$ cat src/rtl/warp_ctl_state_unit_if.sv
// Warp-control command channel: the SFU side drives the command, the state unit returns ctl_ready.
interface warp_ctl_state_unit_if #(
  parameter int unsigned NUM_WARPS   = 4,
  parameter int unsigned NUM_THREADS = 4,
  parameter int unsigned PC_BITS     = 30,
  parameter int unsigned NW_WIDTH    = 2
);
  logic                   ctl_valid;
  logic                   ctl_ready;
  logic [1:0]             ctl_op;
  logic [NW_WIDTH-1:0]    ctl_wid;
  logic [NUM_THREADS-1:0] ctl_tmask;
  logic [NUM_WARPS-1:0]   ctl_wspawn_mask;
  logic [PC_BITS-1:0]     ctl_pc;

  modport master (
    output ctl_valid, ctl_op, ctl_wid, ctl_tmask, ctl_wspawn_mask, ctl_pc,
    input  ctl_ready
  );

  modport slave (
    input  ctl_valid, ctl_op, ctl_wid, ctl_tmask, ctl_wspawn_mask, ctl_pc,
    output ctl_ready
  );
endinterface

$ cat src/rtl/warp_ctl_state_unit.sv
// Per-warp scheduler state: active/stalled masks, thread masks, PCs.
// Ports: clk, reset (sync, active-high); ctl (command channel, slave);
// issue_* (scheduler issue events); active_warps, stalled_warps,
// thread_masks, warp_pcs, wspawn_busy (registered status).
module warp_ctl_state_unit #(
  parameter int unsigned NUM_WARPS   = 4,
  parameter int unsigned NUM_THREADS = 4,
  parameter int unsigned PC_BITS     = 30,
  parameter int unsigned NW_WIDTH    = 2,
  parameter logic [PC_BITS-1:0] STARTUP_PC = '0
) (
  input  logic                                     clk,
  input  logic                                     reset,
  warp_ctl_state_unit_if.slave                     ctl,
  input  logic                                     issue_valid,
  input  logic [NW_WIDTH-1:0]                      issue_wid,
  input  logic [PC_BITS-1:0]                       issue_next_pc,
  input  logic                                     issue_stall,
  output logic [NUM_WARPS-1:0]                     active_warps,
  output logic [NUM_WARPS-1:0]                     stalled_warps,
  output logic [NUM_WARPS-1:0][NUM_THREADS-1:0]    thread_masks,
  output logic [NUM_WARPS-1:0][PC_BITS-1:0]        warp_pcs,
  output logic                                     wspawn_busy
);

  typedef enum logic {
    IDLE,
    SPAWN
  } state_t;

  typedef enum logic [1:0] {
    OP_TMC    = 2'b00,
    OP_WSPAWN = 2'b01,
    OP_BRANCH = 2'b10,
    OP_RSVD   = 2'b11
  } op_t;

  state_t                                  state, state_n;
  logic [NUM_WARPS-1:0]                    spawn_mask, spawn_mask_n;
  logic [PC_BITS-1:0]                      spawn_pc, spawn_pc_n;
  logic [NW_WIDTH-1:0]                     spawn_wid, spawn_wid_n;

  logic [NUM_WARPS-1:0]                    active_n, stalled_n;
  logic [NUM_WARPS-1:0][NUM_THREADS-1:0]   tmask_n;
  logic [NUM_WARPS-1:0][PC_BITS-1:0]       pc_n;

  logic                                    cmd_fire;
  logic                                    cmd_live;
  logic [NUM_WARPS-1:0]                    eff_mask;
  logic [NUM_WARPS-1:0]                    remaining;
  logic [NW_WIDTH-1:0]                     spawn_idx;
  logic                                    found;

  assign ctl.ctl_ready = (state == IDLE);
  assign wspawn_busy   = (state == SPAWN);

  always_comb begin
    state_n      = state;
    spawn_mask_n = spawn_mask;
    spawn_pc_n   = spawn_pc;
    spawn_wid_n  = spawn_wid;
    active_n     = active_warps;
    stalled_n    = stalled_warps;
    tmask_n      = thread_masks;
    pc_n         = warp_pcs;
    spawn_idx    = '0;
    found        = 1'b0;
    remaining    = spawn_mask;

    cmd_fire = ctl.ctl_valid && (state == IDLE);
    cmd_live = cmd_fire && active_warps[ctl.ctl_wid];
    eff_mask = ctl.ctl_wspawn_mask & ~active_warps
             & ~(NUM_WARPS'(1) << ctl.ctl_wid);

    // Issue is evaluated first; a command on the same warp wins.
    if (issue_valid && active_warps[issue_wid] && !stalled_warps[issue_wid]
        && !(cmd_fire && (ctl.ctl_wid == issue_wid))) begin
      pc_n[issue_wid]      = issue_next_pc;
      stalled_n[issue_wid] = issue_stall;
    end

    if (cmd_live) begin
      case (ctl.ctl_op)
        OP_TMC: begin
          stalled_n[ctl.ctl_wid] = 1'b0;
          if (ctl.ctl_tmask == '0) begin
            active_n[ctl.ctl_wid] = 1'b0;
          end else begin
            tmask_n[ctl.ctl_wid] = ctl.ctl_tmask;
          end
        end
        OP_WSPAWN: begin
          spawn_mask_n = eff_mask;
          spawn_pc_n   = ctl.ctl_pc;
          spawn_wid_n  = ctl.ctl_wid;
          if (eff_mask == '0) begin
            stalled_n[ctl.ctl_wid] = 1'b0;
          end else begin
            state_n = SPAWN;
          end
        end
        OP_BRANCH: begin
          pc_n[ctl.ctl_wid]      = ctl.ctl_pc;
          stalled_n[ctl.ctl_wid] = 1'b0;
        end
        default: ;
      endcase
    end

    if (state == SPAWN) begin
      for (int unsigned i = 0; i < NUM_WARPS; i++) begin
        if (!found && spawn_mask[i]) begin
          found     = 1'b1;
          spawn_idx = NW_WIDTH'(i);
        end
      end
      active_n[spawn_idx]  = 1'b1;
      stalled_n[spawn_idx] = 1'b0;
      tmask_n[spawn_idx]   = NUM_THREADS'(1);
      pc_n[spawn_idx]      = spawn_pc;
      remaining            = spawn_mask & ~(NUM_WARPS'(1) << spawn_idx);
      spawn_mask_n         = remaining;
      if (remaining == '0) begin
        stalled_n[spawn_wid] = 1'b0;
        state_n              = IDLE;
      end
    end
  end

  always_ff @(posedge clk) begin
    if (reset) begin
      state         <= IDLE;
      spawn_mask    <= '0;
      spawn_pc      <= '0;
      spawn_wid     <= '0;
      active_warps  <= NUM_WARPS'(1);
      stalled_warps <= '0;
      for (int unsigned w = 0; w < NUM_WARPS; w++) begin
        thread_masks[w] <= (w == 0) ? NUM_THREADS'(1) : '0;
        warp_pcs[w]     <= STARTUP_PC;
      end
    end else begin
      state         <= state_n;
      spawn_mask    <= spawn_mask_n;
      spawn_pc      <= spawn_pc_n;
      spawn_wid     <= spawn_wid_n;
      active_warps  <= active_n;
      stalled_warps <= stalled_n;
      thread_masks  <= tmask_n;
      warp_pcs      <= pc_n;
    end
  end

endmodule

$ cat src/flat_wrapper.sv
// flat-port wrapper written by rule: the top's interface ports become plain ports
module warp_ctl_state_unit_flat 
#(
  parameter int unsigned NUM_WARPS   = 4,
  parameter int unsigned NUM_THREADS = 4,
  parameter int unsigned PC_BITS     = 30,
  parameter int unsigned NW_WIDTH    = 2,
  parameter logic [PC_BITS-1:0] STARTUP_PC = '0
)
  (clk, reset, issue_valid, issue_wid, issue_next_pc, issue_stall, active_warps, stalled_warps, thread_masks, warp_pcs, wspawn_busy, ctl_ctl_valid, ctl_ctl_op, ctl_ctl_wid, ctl_ctl_tmask, ctl_ctl_wspawn_mask, ctl_ctl_pc, ctl_ctl_ready);
  warp_ctl_state_unit_if #(.NUM_WARPS(NUM_WARPS), .NUM_THREADS(NUM_THREADS), .PC_BITS(PC_BITS), .NW_WIDTH(NW_WIDTH)) ctl_i ();
  input  logic clk;
  input  logic reset;
  input  logic issue_valid;
  input  logic [NW_WIDTH-1:0] issue_wid;
  input  logic [PC_BITS-1:0] issue_next_pc;
  input  logic issue_stall;
  output logic [NUM_WARPS-1:0] active_warps;
  output logic [NUM_WARPS-1:0] stalled_warps;
  output logic [NUM_WARPS-1:0][NUM_THREADS-1:0] thread_masks;
  output logic [NUM_WARPS-1:0][PC_BITS-1:0] warp_pcs;
  output logic wspawn_busy;
  input wire logic [$bits(ctl_i.ctl_valid)-1:0] ctl_ctl_valid;
  input wire logic [$bits(ctl_i.ctl_op)-1:0] ctl_ctl_op;
  input wire logic [$bits(ctl_i.ctl_wid)-1:0] ctl_ctl_wid;
  input wire logic [$bits(ctl_i.ctl_tmask)-1:0] ctl_ctl_tmask;
  input wire logic [$bits(ctl_i.ctl_wspawn_mask)-1:0] ctl_ctl_wspawn_mask;
  input wire logic [$bits(ctl_i.ctl_pc)-1:0] ctl_ctl_pc;
  output wire logic [$bits(ctl_i.ctl_ready)-1:0] ctl_ctl_ready;
  assign ctl_i.ctl_valid = ctl_ctl_valid;
  assign ctl_i.ctl_op = ctl_ctl_op;
  assign ctl_i.ctl_wid = ctl_ctl_wid;
  assign ctl_i.ctl_tmask = ctl_ctl_tmask;
  assign ctl_i.ctl_wspawn_mask = ctl_ctl_wspawn_mask;
  assign ctl_i.ctl_pc = ctl_ctl_pc;
  assign ctl_ctl_ready = ctl_i.ctl_ready;
  warp_ctl_state_unit #(.NUM_WARPS(NUM_WARPS), .NUM_THREADS(NUM_THREADS), .PC_BITS(PC_BITS), .NW_WIDTH(NW_WIDTH), .STARTUP_PC(STARTUP_PC)) u_core (.clk(clk), .reset(reset), .ctl(ctl_i), .issue_valid(issue_valid), .issue_wid(issue_wid), .issue_next_pc(issue_next_pc), .issue_stall(issue_stall), .active_warps(active_warps), .stalled_warps(stalled_warps), .thread_masks(thread_masks), .warp_pcs(warp_pcs), .wspawn_busy(wspawn_busy));
endmodule
$ cat config.mk
export PLATFORM = sky130hd
export DESIGN_NAME = warp_ctl_state_unit_flat
export DESIGN_NICKNAME = d
export VERILOG_FILES = /design/src/rtl/warp_ctl_state_unit_if.sv /design/src/rtl/warp_ctl_state_unit.sv /design/src/flat_wrapper.sv
export SDC_FILE = /design/constraint.sdc
export NUM_CORES = 1
export LEC_CHECK = 0
export BUFFER_PORTS_ARGS = -buffer_cell sky130_fd_sc_hd__buf_2
export CORE_ASPECT_RATIO = 1.75
export CORE_MARGIN = 4
export CORE_UTILIZATION = 50
export DETAILED_ROUTE_END_ITERATION = 8
export GPL_TIMING_DRIVEN = 0
export PLACE_DENSITY = 0.77
export SLEW_MARGIN = 20
export SYNTH_ARGS = -nofsm -noshare
export SYNTH_HDL_FRONTEND = slang
export SYNTH_SLANG_ARGS = --single-unit
$ cat constraint.sdc
create_clock -name clk -period 2.1 [get_ports clk]
set_input_delay 0.21 -clock clk [delete_from_list [all_inputs] [get_ports clk]]
set_output_delay 0.21 -clock clk [all_outputs]
set_load 0.01 [all_outputs]
==> qor.yml, run 1 <==
antenna_found_initial: 2
clkSinkCount: 181
synth.top_cell.area_share_pct: 44.5
ir_drop_uv: 522
drt_first_pass_iters: 6
worst_setup_path_end_kind: "flop"
cp_max_fo: 10
synth-edff-count: 0
cts_tree: "done"
fin_crit_ns: 2.05
use_met1_pct: 34.7
skew_ns: 0.0107
regToRegEndpoint: "u_core.warp_pcs[75]"
crit_arrival_ns: 2.41
dpl_cell_area_sq_um: 9500
setup_viol: 0
synthFlopType: "dfxtp_1"
yosys_register_bits: 181
syn-num-nets: 986
path_depth: 7
cp_top_family: "simple AND/OR/NAND/NOR gates"
fmax_mhz: 488
synthesis.area_sq_um: 8150
yosysMostFrequentCell: "dfxtp_1"
ys_async_sr_fraction_pct: 0
dieArea_sq_um: 18500
run_status: "completed"
r2r.worst_path.cells: 7
place_ws_ns: -0.443
utilization_pct: 64.1
final_area_sq_um: 10200
finalWirelength_um: 29000
cp_slowest_cell: "dfxtp_1"
maxSlewViolCount: 0
synth_warnings: 0
numCtsBuffers: 17
dp_hpwl_um: 20600
clk_pin_slew_worst_paths_ns: 0.07
num-nets-final: 1230
r2r_start: "u_core.wspawn_busy"
holdBufCountCts: 0
vias_per_cell: 6.23
avgSynthCellArea_sq_um: 8.98
top_usage_layer: "met2"
grtUsageMet2_pct: 52.6
die_h_um: 177
power_density_nw_per_um2: 710
ant_nets: 0
worst_pin_slew_ns: 0.649
min_period_over_period_pct: 97.5
clockBufferDepth: 2
synthTopCellsByArea: "dfxtp_1, mux2i_1, o221ai_1"
crit_required_ns: 2.46
synthCells: 907
tns_ns: 0
max_stage_delay_ns: 0.36
path_cells: "clkbuf_4 > nor4bb_4 > or2_2 > nor2_1 > buf_2 > a22oi_1 > o21ai_0"
crit_path_end: "u_core.warp_pcs[75]"
io-pin-count: 225
synth_common_cells: "dfxtp_1, nand2_1, mux2i_1"
drt_iter0_drc: 664
max_slew_margin_pct: 56.7
grt_pass1_vias: 8146
overflow: 0
grt_usage_pct: 30.3
fill_cells: 1408
start_util_pct: 51.1
timing.critical_path.buf_inv: 2
hold_slack_ns: 0.0528
grtUsageMet3_pct: 4.97
leakage_nw: 4.14
max_cap_viol_count: 0
drive_gt1_share_pct: 27.6
ys_seq_area_share_pct: 44.5
die_w_um: 104
critPathLaunch: "u_core.wspawn_busy"
setup_ws_ns: 0.0523
critPathKind: "flop to flop"
cts_max_level: 4
area_delta_synth_final_pct: 25.6
r2r_setup_slack_ns: 0.05
drc: 0
grt_pass1_wl_um: 44100
post-place-cells: 1320
row_count: 61
power_mw: 7.27
synth_top_area_cell: "dfxtp_1"
synth_cell_types: 49
wire_per_inst_um: 21.4
hold_violations: 0
cts_root_buf: "clkbuf_16"
portBuffers: 224
coreArea_sq_um: 16000
instances_no_fill: 1355
grt_max_degree: 18
hold_class: "input port to flop"
place_congestion: 0.931
cp-start-kind: "flop"
clk_latency_ns: 0.44
vias: 8448
==> worst min-delay path: cells and delay by family <==
family | cells | cell delay (ns)
AOI/OAI and AO/OA | 1 | 0.05
buffers and inverters | 1 | 0.13
and+or+nand+nor | 1 | 0.05
==> cell families after synthesis <==
family,count (synthesis),synth area share [%]
AO/OA/AOI/OAI,311,24.7
XOR/XNOR,1,0.108
adder cells (fa/ha/maj),1,0.123
buffers and inverters,75,4.27
flip-flops,181,44.5
multiplexers,106,13.0
AND/OR/NAND/NOR,232,13.3
==> state kept, by name, summed over array words and instances (netlist names) <==
register              flops
u_core.spawn_pc          30
u_core.wspawn_busy        1
u_core.stalled_warps      4
u_core.thread_masks      16
u_core.active_warps       4
u_core.spawn_mask         4
u_core.warp_pcs         120
u_core.spawn_wid          2
==> worst min path at each step <==
stage,startpoint,end,slack (ns),cells past startpoint
after floorplan,ctl_ctl_pc[0],u_core.warp_pcs[60],0.34,2
after global placement,u_core.warp_pcs[29],u_core.warp_pcs[29],0.47,2
after detailed placement,u_core.warp_pcs[13],u_core.warp_pcs[13],0.47,2
after CTS,ctl_ctl_pc[21],u_core.spawn_pc[21],0.04,3
after global routing,ctl_ctl_pc[23],u_core.spawn_pc[23],0.06,3
final,ctl_ctl_pc[21],u_core.spawn_pc[21],0.05,3
==> where the power goes <==
group / switching (mW) / internal, mW / total (mW)
Combinational: 0.347 / 0.188 / 0.535
Sequential: 0.0381 / 3.48 / 3.51
Clock: 1.47 / 1.74 / 3.22
Total: 1.86 / 5.41 / 7.27
==> layout by cell type (no fill, tap or decap), types with 3 or more instances in the layout <==
cell        count
buf_2         232
dfxtp_1       181
nand2_1       133
mux2i_1       106
a21oi_1        74
o221ai_1       60
o21ai_0        59
a22oi_1        57
a31oi_1        34
clkbuf_1       29
nor2_1         26
clkbuf_2       19
clkbuf_16      17
nand3_1        16
o21ai_1        11
nor2b_1         8
buf_4           8
nor3_1          8
buf_6           7
nand2b_1        5
inv_6           5
nor2_4          4
and2_1          4
clkinvlp_4      4
nand2_2         3
a21o_1          3
inv_8           3
==> metal layers <==
metal / share of wire, % / wire, um / vias up
met4: 5.0 / 1460 / 0
met1: 36 / 10300 / 3943
met5: 0 / 0 / -
li1: - / - / 3886
met3: 8.3 / 2410 / 117
met2: 51 / 14800 / 502
==> layout make-up <==
class                           count  area [sq um]  share of cell area (%)
Buffer                             71           383                    3.74
Antenna cell                        2          5.00                  0.0489
Clock buffer                       19           453                    4.43
Inverter                            3          11.3                   0.110
Timing Repair Buffer              226          1140                    11.1
Multi-Input combinational cell    651          4250                    41.5
Sequential cell                   181          3620                    35.4
Clock inverter                     13           138                    1.35
Tap cell                          189           236                    2.31
==> timing repair <==
item	4_1_cts	5_1_grt
pin swaps	1	1
hold endpoints to repair	0	0
resized for setup	23	31
endpoints found under the setup margin	102	117
buffers inserted	1	1
Power figures use the tool's default switching activity.
==> inputs of run 2 (changes only) <==
- CORE_UTILIZATION: 50 -> 47
- PLACE_DENSITY: 0.77 -> 0.86
- clock period: 2.1 -> 1.86 ns (I/O delays scaled with it)
==> run 2 against run 1 <==
Clock skew up 0.0052 ns. Wire length up 3.7%. Critical path depth shrank 1. Sequential cell count unchanged. Global-route usage fell by 0.50 points. Power up 13%. Sequential share of layout area decreased by 0.59 points. Utilization fell by 3.0 points. Register-to-register slack worse by 0.02 ns.
==> qor.yml, run 2 (synthesis gave the netlist of run 1 again) <==
dieArea_sq_um: 19600  # was 18500 sq um
crit_required_ns: 2.22  # was 2.46 ns
multiInputGateArea_sq_um: 4300  # was 4250 sq um
hold_class: "input port to flop"  # unchanged
min_period_over_period_pct: 98.2  # was 97.5%
fin_crit_ns: 1.83  # was 2.05 ns
drive_gt1_share_pct: 30.3  # was 27.6%
grt_usage_pct: 29.8  # was 30.3%
start_util_pct: 47.8  # was 51.1%
place_congestion: 0.947  # was 0.931
drt_first_pass_iters: 7  # was 6
max_slew_margin_pct: 55.9  # was 56.7%
post-place-cells: 1358  # was 1320
regMostFlops: "u_core.warp_pcs"  # unchanged
vias_per_cell: 6.17  # was 6.23
num-nets-final: 1234  # was 1230
area_delta_synth_final_pct: 27.9  # was 25.6%
run_status: "completed"  # unchanged
cts_max_level: 4  # unchanged
skew_ns: 0.0159  # was 0.0107 ns
final_common_cell: "buf_2"  # unchanged
max_stage_delay_ns: 0.39  # was 0.36 ns
wire_per_inst_um: 21.5  # was 21.4 um
vias: 8612  # was 8448
worst_pin_slew_ns: 0.654  # was 0.649 ns
cp_slowest_cell: "dfxtp_2"  # was dfxtp_1
instances_no_fill: 1396  # was 1355
clkSinkCount: 181  # unchanged
coreArea_sq_um: 17000  # was 16000 sq um
rsz0062_at_grt: "yes"
ir_drop_uv: 617  # was 522 uV
row_count: 63  # was 61
cts_root_buf: "clkbuf_16"  # unchanged
die_h_um: 182  # was 177 um
top_regs: "u_core.warp_pcs: 120 flops, u_core.spawn_pc: 30 flops, u_core.thread_masks: 16 flops"  # unchanged
worst_setup_path_end_kind: "flop"  # unchanged
hold_violations: 0  # unchanged
maxSlewViolCount: 0  # unchanged
cts_tree: "done"  # unchanged
clk_pin_slew_worst_paths_ns: 0.08  # was 0.07 ns
drt_iter0_drc: 659  # was 664
io-pin-count: 225  # unchanged
largest_reg_flops: 120  # unchanged
grt_pass1_wl_um: 45700  # was 44100 um
setup_viol: 0  # unchanged
antenna_found_initial: 1  # was 2
holdBufCountCts: 0  # unchanged
dp_hpwl_um: 21300  # was 20600 um
fill_cells: 1476  # was 1408
ant_nets: 0  # unchanged
cp_max_fo: 10  # unchanged
clk_latency_ns: 0.45  # was 0.44 ns
max_cap_viol_count: 0  # unchanged
layout_common_cells: "buf_2, dfxtp_1, nand2_1"  # unchanged
finalWirelength_um: 30100  # was 29000 um
leakage_nw: 4.21  # was 4.14 nW
drc: 0  # unchanged
overflow: 0  # unchanged
die_w_um: 108  # was 104 um
power_density_nw_per_um2: 786  # was 710 nW/um^2
fmax_mhz: 548  # was 488 MHz
grt_pass1_vias: 8587  # was 8146
cp-start-kind: "flop"  # unchanged
grt_max_degree: 20  # was 18
critPathKind: "flop to flop"  # unchanged
numCtsBuffers: 17  # unchanged
crit_arrival_ns: 2.19  # was 2.41 ns
hold_slack_ns: 0.0104  # was 0.0528 ns
path_cells: "nor4bb_2 > o21a_1 > nor2b_2 > clkbuf_4 > nand2_1 > a31oi_1"  # was clkbuf_4 > nor4bb_4 > or2_2 > nor2_1 > buf_2 > a22oi_1 > o21ai_0
regArea_sq_um: 3630  # was 3620 sq um
portBuffers: 224  # unchanged
clockBufferDepth: 2  # unchanged
run 2: changes by cell type in the layout (fill, tap and decap cells not counted), moves of 4 or more:
cell / previous run / this run
clkbuf_1: 29 / 12
clkbuf_2: 19 / 29
clkbuf_4: 2 / 8
buf_6: 7 / 12
dfxtp_1: 181 / 177
dfxtp_2: 0 / 4
run 2: routing by layer:
metal | global-route usage (%) | vias to the layer above | routed length (um)
met5 | 0 | - | 0
met4 | 18.5 | 0 | 1750
met3 | 5.49 | 153 | 2290
met2 | 51.7 | 541 | 15200
met1 | 33.0 | 4025 | 10800
li1 | - | 3893 | -
run 2: where the power goes:
group | internal, mW | leakage (nW) | switching, mW
Combinational | 0.221 | 2.47 | 0.403
Sequential | 3.92 | 1.46 | 0.0445
Clock | 1.81 | 0.277 | 1.78
Total | 5.96 | 4.21 | 2.23
run 2: cell type report:
type                       instances  area share (%)
antenna                            1          0.0240
buffer                            70            4.20
clock buffer                      18            4.22
clock inverter                    14            1.26
inverter                           3           0.108
multi-input combinational        651            41.3
sequential                       181            34.8
tap                              227            2.73
timing repair buffer             231            11.4
run 2: worst paths after layout:
kind                                from             endpoint  slack (ns)  depth (start not counted)
setup / recovery  u_core.active_warps[0]   u_core.warp_pcs[3]        0.03                          6
hold / removal            ctl_ctl_pc[26]  u_core.spawn_pc[26]        0.01                          3
setup reg to reg  u_core.active_warps[0]   u_core.warp_pcs[3]        0.03                          6
hold reg to reg      u_core.warp_pcs[11]  u_core.warp_pcs[11]        0.48                          2
run 2: per-stage QoR:
step	TNS [ns]	setup slack (ns)	utilization, %	power, mW	cell area (sq um)
2_1_floorplan	0	0.130	-	4.32	8150
3_3_place_gp	-37.64	-0.546	56.1	4.63	9550
3_5_place_dp	-41.43	-0.561	56.1	4.64	9550
4_1_cts	-0.233	-0.0645	60.5	8.16	10300
5_1_grt	-0.663	-0.0616	61.2	8.41	10400
6_report	0	0.0342	61.2	8.19	10400
run 2: worst max-delay path: cells and delay by family, from the launching register on:
| family | cells | cell delay, ns |
|---|---|---|
| and+or+nand+nor | 3 | 0.65 |
| AOI/OAI and AO/OA | 2 | 0.44 |
| DFF | 1 | 0.39 |
| buffers and inverters | 1 | 0.27 |
run 2: what timing repair did:
item / CTS / global route
gates resized for setup: 62 / 43
pin swaps: 2 / 4
cloned: 0 / 1
buffers inserted: 4 / 2
setup endpoints to repair: 149 / 152
==> inputs of run 3 (changes only) <==
- CTS_BUF_LIST: default -> sky130_fd_sc_hd__clkbuf_16
==> run 3 against run 2 <==
Via count about the same. Die area is the same. Wire length down 0.33%. Register-to-register slack barely moved. Fmax up 0.52%. Critical path depth did not move. Global-route usage decreased by 0.066 points. Sequential share of layout area barely moved. Clock skew grew 0.0016 ns. Clock power down 1%. Worst setup slack gained 0.0095 ns. Largest cell class unchanged. Largest power group unchanged.
==> qor.yml, run 3 (synthesis gave the netlist of run 1 again) <==
cp-start-kind: "flop"  # unchanged
start_util_pct: 47.8  # unchanged
worst_setup_path_end_kind: "flop"  # unchanged
worst_pin_slew_ns: 0.658  # was 0.654 ns
cts_max_level: 4  # unchanged
setup_viol: 0  # unchanged
die_h_um: 182  # unchanged
hold_path_depth: 3  # unchanged
layout_common_cells: "buf_2, dfxtp_1, nand2_1"  # unchanged
final_common_cell: "buf_2"  # unchanged
cts_root_buf: "clkbuf_16"  # unchanged
top_regs: "u_core.warp_pcs: 120 flops, u_core.spawn_pc: 30 flops, u_core.thread_masks: 16 flops"  # unchanged
skew_ns: 0.0175  # was 0.0159 ns
r2r.worst_path.cells: 6  # unchanged
grt_usage_pct: 29.7  # was 29.8%
clockBufferDepth: 2  # unchanged
drc: 0  # unchanged
hold_class: "input port to flop"  # unchanged
cp_slowest_cell: "dfxtp_2"  # unchanged
row_count: 63  # unchanged
post-place-cells: 1358  # unchanged
die_w_um: 108  # unchanged
grt_pass1_vias: 8560  # was 8587
finalWirelength_um: 30000  # was 30100 um
hold_slack_ns: 0.0159  # was 0.0104 ns
run_status: "completed"  # unchanged
vias: 8613  # was 8612
clkSinkCount: 181  # unchanged
fin_crit_ns: 1.82  # was 1.83 ns
instances_no_fill: 1396  # unchanged
hold_violations: 0  # unchanged
max_stage_delay_ns: 0.39  # about the same
clk_pin_slew_worst_paths_ns: 0.09  # was 0.08 ns
portBuffers: 224  # unchanged
power_density_nw_per_um2: 782  # was 786 nW/um^2
critPathKind: "flop to flop"  # unchanged
dieArea_sq_um: 19600  # unchanged
regMostFlops: "u_core.warp_pcs"  # unchanged
grt_pass1_wl_um: 45700  # about the same
fmax_mhz: 551  # was 548 MHz
dp_hpwl_um: 21300  # unchanged
clk_latency_ns: 0.45  # about the same
rsz0062_at_grt: "yes"  # unchanged
crit_arrival_ns: 2.17  # was 2.19 ns
max_slew_margin_pct: 55.7  # was 55.9%
num-nets-final: 1234  # unchanged
area_delta_synth_final_pct: 27.8  # was 27.9%
p_comb_share_pct: 7.7  # was 7.6%
overflow: 0  # unchanged
regToRegEndpoint: "u_core.warp_pcs[3]"  # unchanged
min_period_over_period_pct: 97.7  # was 98.2%
holdCritStartpoint: "ctl_ctl_pc[26]"  # unchanged
leakage_nw: 4.21  # about the same
cts_tree: "done"  # unchanged
holdBufCountCts: 0  # unchanged
drive_gt1_share_pct: 30.2  # was 30.3%
drt_first_pass_iters: 5  # was 7
p_switching_mw: 2.22  # was 2.23 mW
p_int_mw: 5.92  # was 5.96 mW
largest_reg_flops: 120  # unchanged
max_cap_viol_count: 0  # unchanged
coreArea_sq_um: 17000  # unchanged
pwr-share-clk_pct: 43.6  # was 43.9%
seq_power_share_pct: 48.8  # was 48.5%
grt_max_degree: 20  # unchanged
numCtsBuffers: 17  # unchanged
ir_drop_uv: 609  # was 617 uV
ant_nets: 0  # unchanged
utilization_pct: 61.1  # was 61.2%
swShare_pct: 27.3  # was 27.2%
antenna_found_initial: 1  # unchanged
maxSlewViolCount: 0  # unchanged
wire_per_inst_um: 21.5  # about the same
vias_per_cell: 6.17  # about the same
path_cells: "nor4bb_2 > o21a_1 > nor2b_2 > clkbuf_4 > nand2_1 > a31oi_1"  # unchanged
hold_path_end: "u_core.spawn_pc[26]"  # unchanged
io-pin-count: 225  # unchanged
r2r_start: "u_core.active_warps[0]"  # unchanged
drt_iter0_drc: 678  # was 659
cp_max_fo: 10  # unchanged
r2r_setup_slack_ns: 0.04  # was 0.03 ns
place_congestion: 0.947  # unchanged
crit_required_ns: 2.22  # about the same
[run 3: cell types whose count changed in the layout (fill, tap and decap cells not counted), sizes merged]
cell and change:
clkinv +1, clkbuf -1
[run 3: area by class of cell]
type / instances / area, sq um
Multi-Input combinational cell: 651 / 4300
Timing Repair Buffer: 231 / 1180
Buffer: 70 / 438
Tap cell: 227 / 284
Antenna cell: 1 / 2.50
Clock buffer: 17 / 425
Inverter: 3 / 11.3
Fill cell: 1478 / 6620
Sequential cell: 181 / 3630
Clock inverter: 15 / 135
[run 3: per-stage QoR]
stage	power (mW)	setup WS [ns]	cell area (sq um)	TNS, ns
after floorplan	4.32	0.130	8150	0
after global placement	4.63	-0.546	9550	-37.64
after detailed placement	4.64	-0.561	9550	-41.43
after CTS	8.11	-0.0645	10300	-0.234
after global routing	8.36	-0.0617	10400	-0.683
final	8.14	0.0437	10400	0
[run 3: power by group through the flow]
stage                     registers (mW)  logic [mW]  clock network, mW
after floorplan                     4.06       0.254                  0
after global placement              4.06       0.578                  0
after detailed placement            4.06       0.588                  0
after CTS                           3.97       0.603               3.54
after global routing                3.97       0.670               3.71
final                               3.97       0.623               3.55
[run 3: worst max-delay path by stage]
stage | slack (ns) | start | end | cells after the start
detailed placement | -0.56 | u_core.wspawn_busy | u_core.warp_pcs[56] | 6
global placement | -0.55 | u_core.wspawn_busy | u_core.warp_pcs[48] | 6
CTS | -0.06 | u_core.wspawn_busy | u_core.warp_pcs[76] | 7
finish | 0.04 | u_core.active_warps[0] | u_core.warp_pcs[3] | 6
global route | -0.06 | u_core.spawn_mask[1] | u_core.warp_pcs[107] | 5
floorplan | 0.13 | u_core.wspawn_busy | u_core.warp_pcs[47] | 7
[run 3: timing repair]
item | 4_1_cts | 5_1_grt
cloned | 0 | 1
buffers inserted | 4 | 2
resized for setup | 62 | 43
endpoints found under the setup margin | 149 | 152
pin swaps | 2 | 4
[run 3: layer usage]
layer	global-route usage [%]	wire, um	part of all wire, %	vias up
met5	0	0	0	-
met3	5.49	2470	8.2	126
met2	51.7	15400	51	546
li1	-	-	-	3900
met1	32.9	10500	35	4041
met4	18.3	1590	5.3	0
[run 3: critical path, delay by kind of cell (launching register included)]
kind                   cells  cell delay (ns)
AO/OA/AOI/OAI              2             0.44
buffers and inverters      1             0.27
flip-flops                 1             0.39
AND/OR/NAND/NOR            3             0.65
